==> src/rtl/lane_traffic_ctrl.sv <==
// lane_traffic_ctrl: paced sweep that advances one car per cycle with wraparound,
// tracks a saturating speed level and latches a sticky frog/car collision flag.
module lane_traffic_ctrl #(
    parameter int NUM_CARS      = 10,
    parameter int X_WIDTH       = 6,
    parameter int MAX_X         = 20,
    parameter int SLOW_COUNT    = 700000,
    parameter int COUNTER_WIDTH = 21,
    parameter int MAX_LEVEL     = 7,
    parameter logic [NUM_CARS*X_WIDTH-1:0] CAR_SPEED  = {NUM_CARS{X_WIDTH'(1)}},
    parameter logic [NUM_CARS*X_WIDTH-1:0] CAR_INIT_X = {6'd10, 6'd9, 6'd8, 6'd7, 6'd6,
                                                         6'd5, 6'd4, 6'd3, 6'd2, 6'd1},
    parameter logic [NUM_CARS*X_WIDTH-1:0] CAR_LANE_Y = {6'd10, 6'd9, 6'd8, 6'd7, 6'd6,
                                                         6'd5, 6'd4, 6'd3, 6'd2, 6'd1},
    parameter logic [NUM_CARS-1:0]         CAR_DIR    = 10'b1010101010
) (
    input  logic                          i_Clk,
    input  logic                          i_Rst,
    input  logic                          i_Enable,
    input  logic                          i_Level_Up,
    input  logic [X_WIDTH-1:0]            i_Frog_X,
    input  logic [X_WIDTH-1:0]            i_Frog_Y,
    input  logic                          i_Frog_Valid,
    input  logic                          i_Collision_Clr,
    output logic [NUM_CARS*X_WIDTH-1:0]   o_Car_X,
    output logic [NUM_CARS*X_WIDTH-1:0]   o_Car_Y,
    output logic [2:0]                    o_Level,
    output logic                          o_Collision,
    output logic                          o_Sweep_Done
);
    localparam int KW = NUM_CARS > 1 ? $clog2(NUM_CARS) : 1;
    localparam int SW = X_WIDTH + 1;

    typedef enum logic [1:0] {IDLE, MOVE, DONE} state_t;

    state_t                        state_q, state_d;
    logic [COUNTER_WIDTH-1:0]      cnt_q, cnt_d;
    logic [KW-1:0]                 k_q, k_d;
    logic [NUM_CARS*X_WIDTH-1:0]   car_x_q, car_x_d;
    logic [2:0]                    level_q, level_d;
    logic                          coll_q, coll_d;
    logic                          tick, last, hit_move, hit_idle;
    logic [SW-1:0]                 cur_x, step, sum, new_x_w;
    logic [X_WIDTH-1:0]            new_x;

    assign tick = i_Enable && cnt_q == COUNTER_WIDTH'(SLOW_COUNT - 1);
    assign last = k_q == KW'(NUM_CARS - 1);

    // Step is widened one bit so X+step never overflows before the wrap test.
    always_comb begin
        cur_x    = SW'(car_x_q[k_q*X_WIDTH +: X_WIDTH]);
        step     = SW'(CAR_SPEED[k_q*X_WIDTH +: X_WIDTH]) + SW'(level_q);
        sum      = cur_x + step;
        new_x_w  = CAR_DIR[k_q] ? (cur_x >= step ? cur_x - step : cur_x + SW'(MAX_X + 1) - step)
                                : (sum <= SW'(MAX_X) ? sum : sum - SW'(MAX_X + 1));
        new_x    = new_x_w[X_WIDTH-1:0];
        hit_move = i_Frog_Valid && new_x == i_Frog_X
                   && CAR_LANE_Y[k_q*X_WIDTH +: X_WIDTH] == i_Frog_Y;
        hit_idle = 1'b0;
        for (int i = 0; i < NUM_CARS; i++)
            if (i_Frog_Valid && car_x_q[i*X_WIDTH +: X_WIDTH] == i_Frog_X
                && CAR_LANE_Y[i*X_WIDTH +: X_WIDTH] == i_Frog_Y)
                hit_idle = 1'b1;
    end

    always_comb begin
        cnt_d   = i_Enable ? (tick ? '0 : cnt_q + 1'b1) : cnt_q;
        state_d = state_q == IDLE ? (tick ? MOVE : IDLE)
                : state_q == MOVE ? (last ? DONE : MOVE) : IDLE;
        k_d     = state_q == MOVE && !last ? k_q + 1'b1 : '0;
        car_x_d = car_x_q;
        if (state_q == MOVE)
            car_x_d[k_q*X_WIDTH +: X_WIDTH] = new_x;
        level_d = i_Level_Up && level_q != 3'(MAX_LEVEL) ? level_q + 1'b1 : level_q;
        coll_d  = (state_q == MOVE && hit_move) || (state_q == IDLE && hit_idle) ? 1'b1
                : i_Collision_Clr ? 1'b0 : coll_q;
    end

    always_ff @(posedge i_Clk or posedge i_Rst) begin
        if (i_Rst) begin
            state_q <= IDLE;
            cnt_q   <= '0;
            k_q     <= '0;
            car_x_q <= CAR_INIT_X;
            level_q <= '0;
            coll_q  <= 1'b0;
        end else begin
            state_q <= state_d;
            cnt_q   <= cnt_d;
            k_q     <= k_d;
            car_x_q <= car_x_d;
            level_q <= level_d;
            coll_q  <= coll_d;
        end
    end

    assign o_Car_X      = car_x_q;
    assign o_Car_Y      = CAR_LANE_Y;
    assign o_Level      = level_q;
    assign o_Collision  = coll_q;
    assign o_Sweep_Done = state_q == DONE;
endmodule

==> config.mk <==
export PLATFORM = sky130hd
export DESIGN_NAME = lane_traffic_ctrl
export DESIGN_NICKNAME = d
export VERILOG_FILES = /design/src/rtl/lane_traffic_ctrl.sv
export SDC_FILE = /design/constraint.sdc
export NUM_CORES = 1
export LEC_CHECK = 0
export ABC_AREA = 1
export BUFFER_PORTS_ARGS = -buffer_cell sky130_fd_sc_hd__buf_2
export CAP_MARGIN = 20
export CORE_MARGIN = 2
export CORE_UTILIZATION = 49
export CTS_CLUSTER_DIAMETER = 80
export DETAILED_ROUTE_END_ITERATION = 8
export GPL_ROUTABILITY_DRIVEN = 1
export PLACE_DENSITY = 0.74
export SYNTH_ARGS = -nofsm -noshare
export SYNTH_HDL_FRONTEND = slang
export SYNTH_SLANG_ARGS = --single-unit
export TNS_END_PERCENT = 20
==> constraint.sdc <==
create_clock -name i_Clk -period 4.2 [get_ports i_Clk]
set_clock_uncertainty 0.05 [all_clocks]
set_input_delay 0.84 -clock i_Clk [delete_from_list [all_inputs] [get_ports i_Clk]]
set_output_delay 0.84 -clock i_Clk [all_outputs]
set_load 0.02 [all_outputs]
## Yosys cells after proc, flatten, opt, wreduce, memory -nomap -nowiden

Memory sizes are Yosys's and may differ from the RTL's.
Index checks and enable logic that the tools add are counted.
W data, S select, Z words.

- Word-level logic and storage cells: 107
- Output and inout port bits: 125
- Memories: 1
- Register bits: 91
- ROM bits: 16
- Input port bits: 18

Memory list:

| memory | depth | bits a word | rd ports | clocked after memory_dff | wr ports | line | source |
|---|---|---|---|---|---|---|---|
| (name not given) | 16 | 1 | 1 | 0 | 0 | 54 | `new_x_w = CAR_DIR[k_q] ? (cur_x >= step ? cur_x - step : cur_x + SW'(MAX_X + 1) - step)` |

- Reduce and logical (&&, ||, !) cells: 31
- Shift operators: 5
- $mul: 1
- Order comparisons: 3
- Equality and inequality tests: 27
- Add/subtract/negate cells: 10
- Multiplexer cells: 23

Operator list:

| kind | number |
|---|---|
| $shiftx A60 B8 Y6 const A | 2 |
| $eq A6 B6 Y1 | 12 |
| $bwmux W60 | 1 |
| $shift A6 B34 Y60 const A | 1 |
| $shiftx A6 B34 Y60 | 1 |
| $shiftx A60 B8 Y6 | 1 |
| $neg A7 Y34 | 1 |
| $logic_and A1 B1 Y1 | 27 |
| $eq A3 B6 Y1 const A | 4 |
| $add A21 B1 Y21 const B | 1 |
| $eq A21 B20 Y1 const B | 1 |
| $mux W21 | 1 |
| $eq A4 B6 Y1 const A | 3 |
| $mux W6 | 3 |
| $mux W1 | 14 |
| $eq A2 B6 Y1 const A | 2 |
| $sub A6 B6 Y6 | 2 |
| $add A6 B3 Y7 | 1 |
| $add A6 B7 Y7 | 1 |
| $ge A6 B7 Y1 | 1 |
| $le A7 B5 Y1 const B | 1 |
| $add A6 B5 Y6 const B | 1 |
| $eq A1 B6 Y1 const A | 1 |
| $mul A4 B2 Y6 const B | 1 |
| other kinds (14) | 16 |

## Depth between registers and ports, before layout

- Depth in word-level cells: 16
- Depth in mapped cells: 30
- Mapped depth without buffers: 27

## Worst setup path after synthesis

Ideal clock, no wire load.

- Path kind: flip-flop to flip-flop
- Start: register k_q[0]
- End: register car_x_q[29], in the netlist o_Car_X[29]
- Arrival time: 3825 ps
- Cell stages (with the launch flop): 25
- Buffers on the path: 5
- Clock period less this slack: 4005 ps
- Data required time: 4020 ps
- Path slack: 195 ps
- Setup time: 130 ps
- Cell sequence: dfrtp_1 buf_6 buf_8 clkbuf_1 buf_1 clkbuf_1 nand2_1 o21ai_0 nand2_1 nand2_1 inv_1 ha_1 inv_1 ha_1 fa_1 nand2_1 nand2_1 a21oi_1 nand4_1 o21ai_1 nand2_1 nand3_2 nor2_2 o21ai_1 a21oi_1

- Longest elaborated chain between the ends: 9
- Elaborated cells between the ends (all ways): 20
- Classes of those cells: 7 x add/sub; 1 x mul; 2 x order compare; 4 x shift; 5 x mux; 1 x memory

RTL lines:

| item | line | source |
|---|---|---|
| start, declared | 38 | `logic [KW-1:0] k_q, k_d;` |
| start signal, assigned | 90 | `k_q <= k_d;` |
| $mul A4 B2 Y6 | 51, 52, 73 |  |
| $shiftx A60 B8 Y6 | 52 | `step = SW'(CAR_SPEED[k_q*X_WIDTH +: X_WIDTH]) + SW'(level_q);` |
| $add A6 B3 Y7 | 52 |  |
| $add A6 B7 Y7 | 53 | `sum = cur_x + step;` |
| $sub A6 B5 Y6 or $le A7 B5 Y1 (tied branches) | 55 | `: (sum <= SW'(MAX_X) ? sum : sum - SW'(MAX_X + 1));` |
| $mux W6 | 55 |  |
| $mux W6 | 54 |  |
| $shiftx A6 B34 Y60 | 73 | `car_x_d[k_q*X_WIDTH +: X_WIDTH] = new_x;` |
| $bwmux W60 * | 73 |  |
| end signal, assigned | 91 | `car_x_q <= car_x_d;` |
| end, declared | 39 | `logic [NUM_CARS*X_WIDTH-1:0] car_x_q, car_x_d;` |

Mark *: on every way between the ends. The rest lies on a longest branch, timed or not. The select of a mux whose other input is x is not followed.
A chain may end at the register's enable or synchronous reset.

## Final worst setup path

- Start: register k_q[1]
- End: register car_x_q[41], in the netlist o_Car_X[41]

The elaborated chain is that of the path after synthesis.

==> summary.txt <==
Power and ir drop
  • Peak VDD IR: 0.268 mV
  • Static leakage: 0.00475 uW
  • PwrDens: 514 nW/um^2
  • Total chip power: 4650 uW

Synthesis
  • Compound-Gate Fraction of Synth Area: 11.9%
  • Total number of yosys warnings: 0
  • Proportion of synthesized area in mux cells: 2.12%
  • Largest family of logic cells by synthesized area: simple AND/OR/NAND/NOR gates
  • Post-Synth Adder-Cell Area: 5.93%
  • Synth async-reset ratio: 100%
  • Simple-Gate Fraction of Synth Area: 30.6%
  • Post-Syn Area: 8190 sq um
  • Prevailing post-synth register cell: dfrtp_1
  • Synth top area cells: dfrtp_1, nand2_1, inv_1
  • Synth area leader: dfrtp_1
  • Syn Area/Cell: 7.04 sq um
  • Cell count after synthesis: 1163
  • Count leader, synth: nand2_1
  • Synth top area share: 22.6%
  • Register area share after synthesis: 28.1%
  • Area share of xor/xnor cells in the synthesized design: 6.08%
  • FF+latch count, synth: 91
  • Synth top cells by count: nand2_1, inv_1, nor2_1
  • Netlist cell types: 59
  • EDFF count, synth: 0

Setup path
  • Worst Reg2Reg Path Length in Cells: 20
  • CP arrival: 4.24 ns
  • RR Endpoint: o_Car_X[41]
  • R2r startpoint: k_q[1]
  • Setup CP Type: flip-flop to flip-flop
  • Maximum fanout along the worst path: 14
  • Setup crit start kind: flip-flop
  • Crit path capture: o_Car_X[41]
  • Nature of the critical path endpoint: flip-flop
  • CP startpoint: k_q[1]
  • Critical Path RT: 4.42 ns
  • R2R setup slack: 0.18 ns

Timing
  • Slew Limit Headroom: 40.8%
  • Final hold violations: 0
  • Final Cycle Share: 95.6%
  • Hold WS: 0.440 ns
  • Endpoints failing setup: 0
  • Slew Limit Fails: 0
  • Fmax: 249 MHz
  • Worst slew pin tran: 0.879 ns
  • Final setup TNS: 0 ns
  • RSZ-0062 raised after global routing: no
  • Post-layout min period: 4.02 ns

Routing
  • Detailed-route via count: 8284
  • Routed wire per std cell: 19.0 um
  • Routed WL: 28000 um
  • Drt initial violations: 964
  • Drt via density: 5.62
  • Pre-antenna DRT Iters: 6
  • Antenna viol nets, final: 0
  • DRC viols: 0

Clock tree
  • Max Root-Sink Buffers: 2
  • TritonCTS clock tree: done
  • CTS Hold Buffers Added: 0
  • Clock latency on the worst-skew pair: 0.37 ns
  • CTS root buf: clkbuf_16
  • Clock sink count: 91
  • H-tree levels: 3
  • Num CTS Buffers: 9
  • CTS clk-pin slew, worst paths: 0.08 ns

Final layout
  • Register area: 2300 sq um
  • # diodes: 0
  • Post-layout net count: 1305
  • Share of cells above drive strength 1: 18.1%
  • # fillers: 1635
  • Multi-input gate area: 4900 sq um
  • Area growth from synthesis to final layout: 10.4%

GRT
  • Largest net degree at the start of global routing: 35
  • GR Util All Layers: 31.6%
  • Initial antenna violation count: 0
  • Gr ovfl total: 0
  • Vias in the first global route: 7521
  • First-pass GRT wire length: 42900 um

Flow run
  • Total of max-cap violations: 0

Floorplanning
  • Core area: 16500 sq um
  • Core Rows: 47
  • I/O Pins: 143
  • DIE AREA: 17800 sq um
  • Die Height: 133 um
  • Die width: 133 um
  • Initial core utilization: 49.7%

Min path
  • Hold Crit Class: flip-flop to flip-flop
  • Hold Path Depth: 1

Place
  • GP Congestion: 1.02
  • DP Wirelength: 22400 um
  • IO buf count: 82

Outcome
  • Status: finished clean
## worst min-delay path by stage
stage                    from        end  slack, ns
global placement    cnt_q[20]  cnt_q[20]       0.41
floorplan           cnt_q[20]  cnt_q[20]       0.39
detailed placement  cnt_q[20]  cnt_q[20]       0.43
finish              cnt_q[20]  cnt_q[20]       0.44
CTS                 cnt_q[20]  cnt_q[20]       0.44
global route        cnt_q[20]  cnt_q[20]       0.45
## cell type report
class / instances / area share [%]
clock buffer: 9 / 2.49
clock inverter: 7 / 0.899
inverter: 173 / 7.19
multi-input combinational: 870 / 54.2
sequential: 91 / 25.4
tap: 220 / 3.04
timing repair buffer: 105 / 6.77
## cell families (layout without fill, tap and decap cells)
group	Yosys count	after routing
muxes	17	17
AOI/OAI and AO/OA	164	164
other	2	60
and+or+nand+nor	536	536
xor gates and xnor gates	56	56
buffers and inverters	260	294
adders and majority gates	37	37
DFF	91	91
## sequential cells by signal (all words and copies together) (netlist names)
name and cells:
k_q 4, o_Car_X 60, o_Collision 1, state_q 2, o_Level 3, cnt_q 21
## worst max-delay path, stage by stage, from the launching register on
cell and delay (ns):
dfrtp_1 0.37, buf_4 0.19, buf_6 0.20, a21oi_1 0.05, o21ai_0 0.09, o211ai_1 0.12, nand3_1 0.08, nand2_1 0.17
ha_1 0.32, fa_1 0.44, xor2_2 0.24, inv_1 0.09, nor2_1 0.13, nand4_2 0.18, nand2_1 0.13, nor2_2 0.06
o21ai_4 0.20, nand3_2 0.15, o21ai_4 0.35, nand2_1 0.12, mux2i_1 0.16
## stage by stage
stage	cell area, sq um	utilization (%)	instances	setup WS, ns
final	9040	54.9	1475	0.184
after detailed placement	8670	52.7	1458	0.0450
after global placement	8670	52.7	1458	0.200
after CTS	8980	54.5	1474	0.00713
after floorplan	8410	-	1221	0.195
after global routing	9040	54.9	1475	0.00309
## repair_timing
action / 4_1_cts / 5_1_grt
setup buffers: 0 / 1
gates resized for setup: 0 / 7
setup endpoints to repair: 0 / 60
hold endpoints to repair: 0 / 0
## power breakdown
group	switching [uW]	internal (uW)	leakage [uW]
Combinational	1540	835	0.00350
Clock	420	424	0.000149
Sequential	305	1120	0.00110
## placed cells by master (no fill, tap or decap), types with 7 or more instances in the layout
master     instances
o21ai_1           17
buf_2             82
o21ai_0           55
nand2_2           22
conb_1            60
a31oi_1            8
mux2i_1           14
xnor2_1           16
dfstp_2           17
inv_1            155
clkbuf_16          9
nand3_2            7
xor2_1            37
ha_1              33
a21oi_1           47
nor3_1            18
nor4_1            13
inv_2             15
buf_4             20
dfrtp_1           73
nor2_2             9
nand2_1          222
nand3_1           92
nand4_1           24
nor2_1           104
## routing by layer
| metal | vias to the layer above | GRT usage (%) | part of all wire [%] |
|---|---|---|---|
| met5 | - | 0 | 0 |
| met4 | 0 | 12.9 | 5.0 |
| met3 | 110 | 6.32 | 10 |
| met2 | 489 | 46.8 | 42 |
| met1 | 3849 | 45.2 | 42 |
| li1 | 3836 | - | - |
Note: power is estimated with default switching activity, not from simulation.
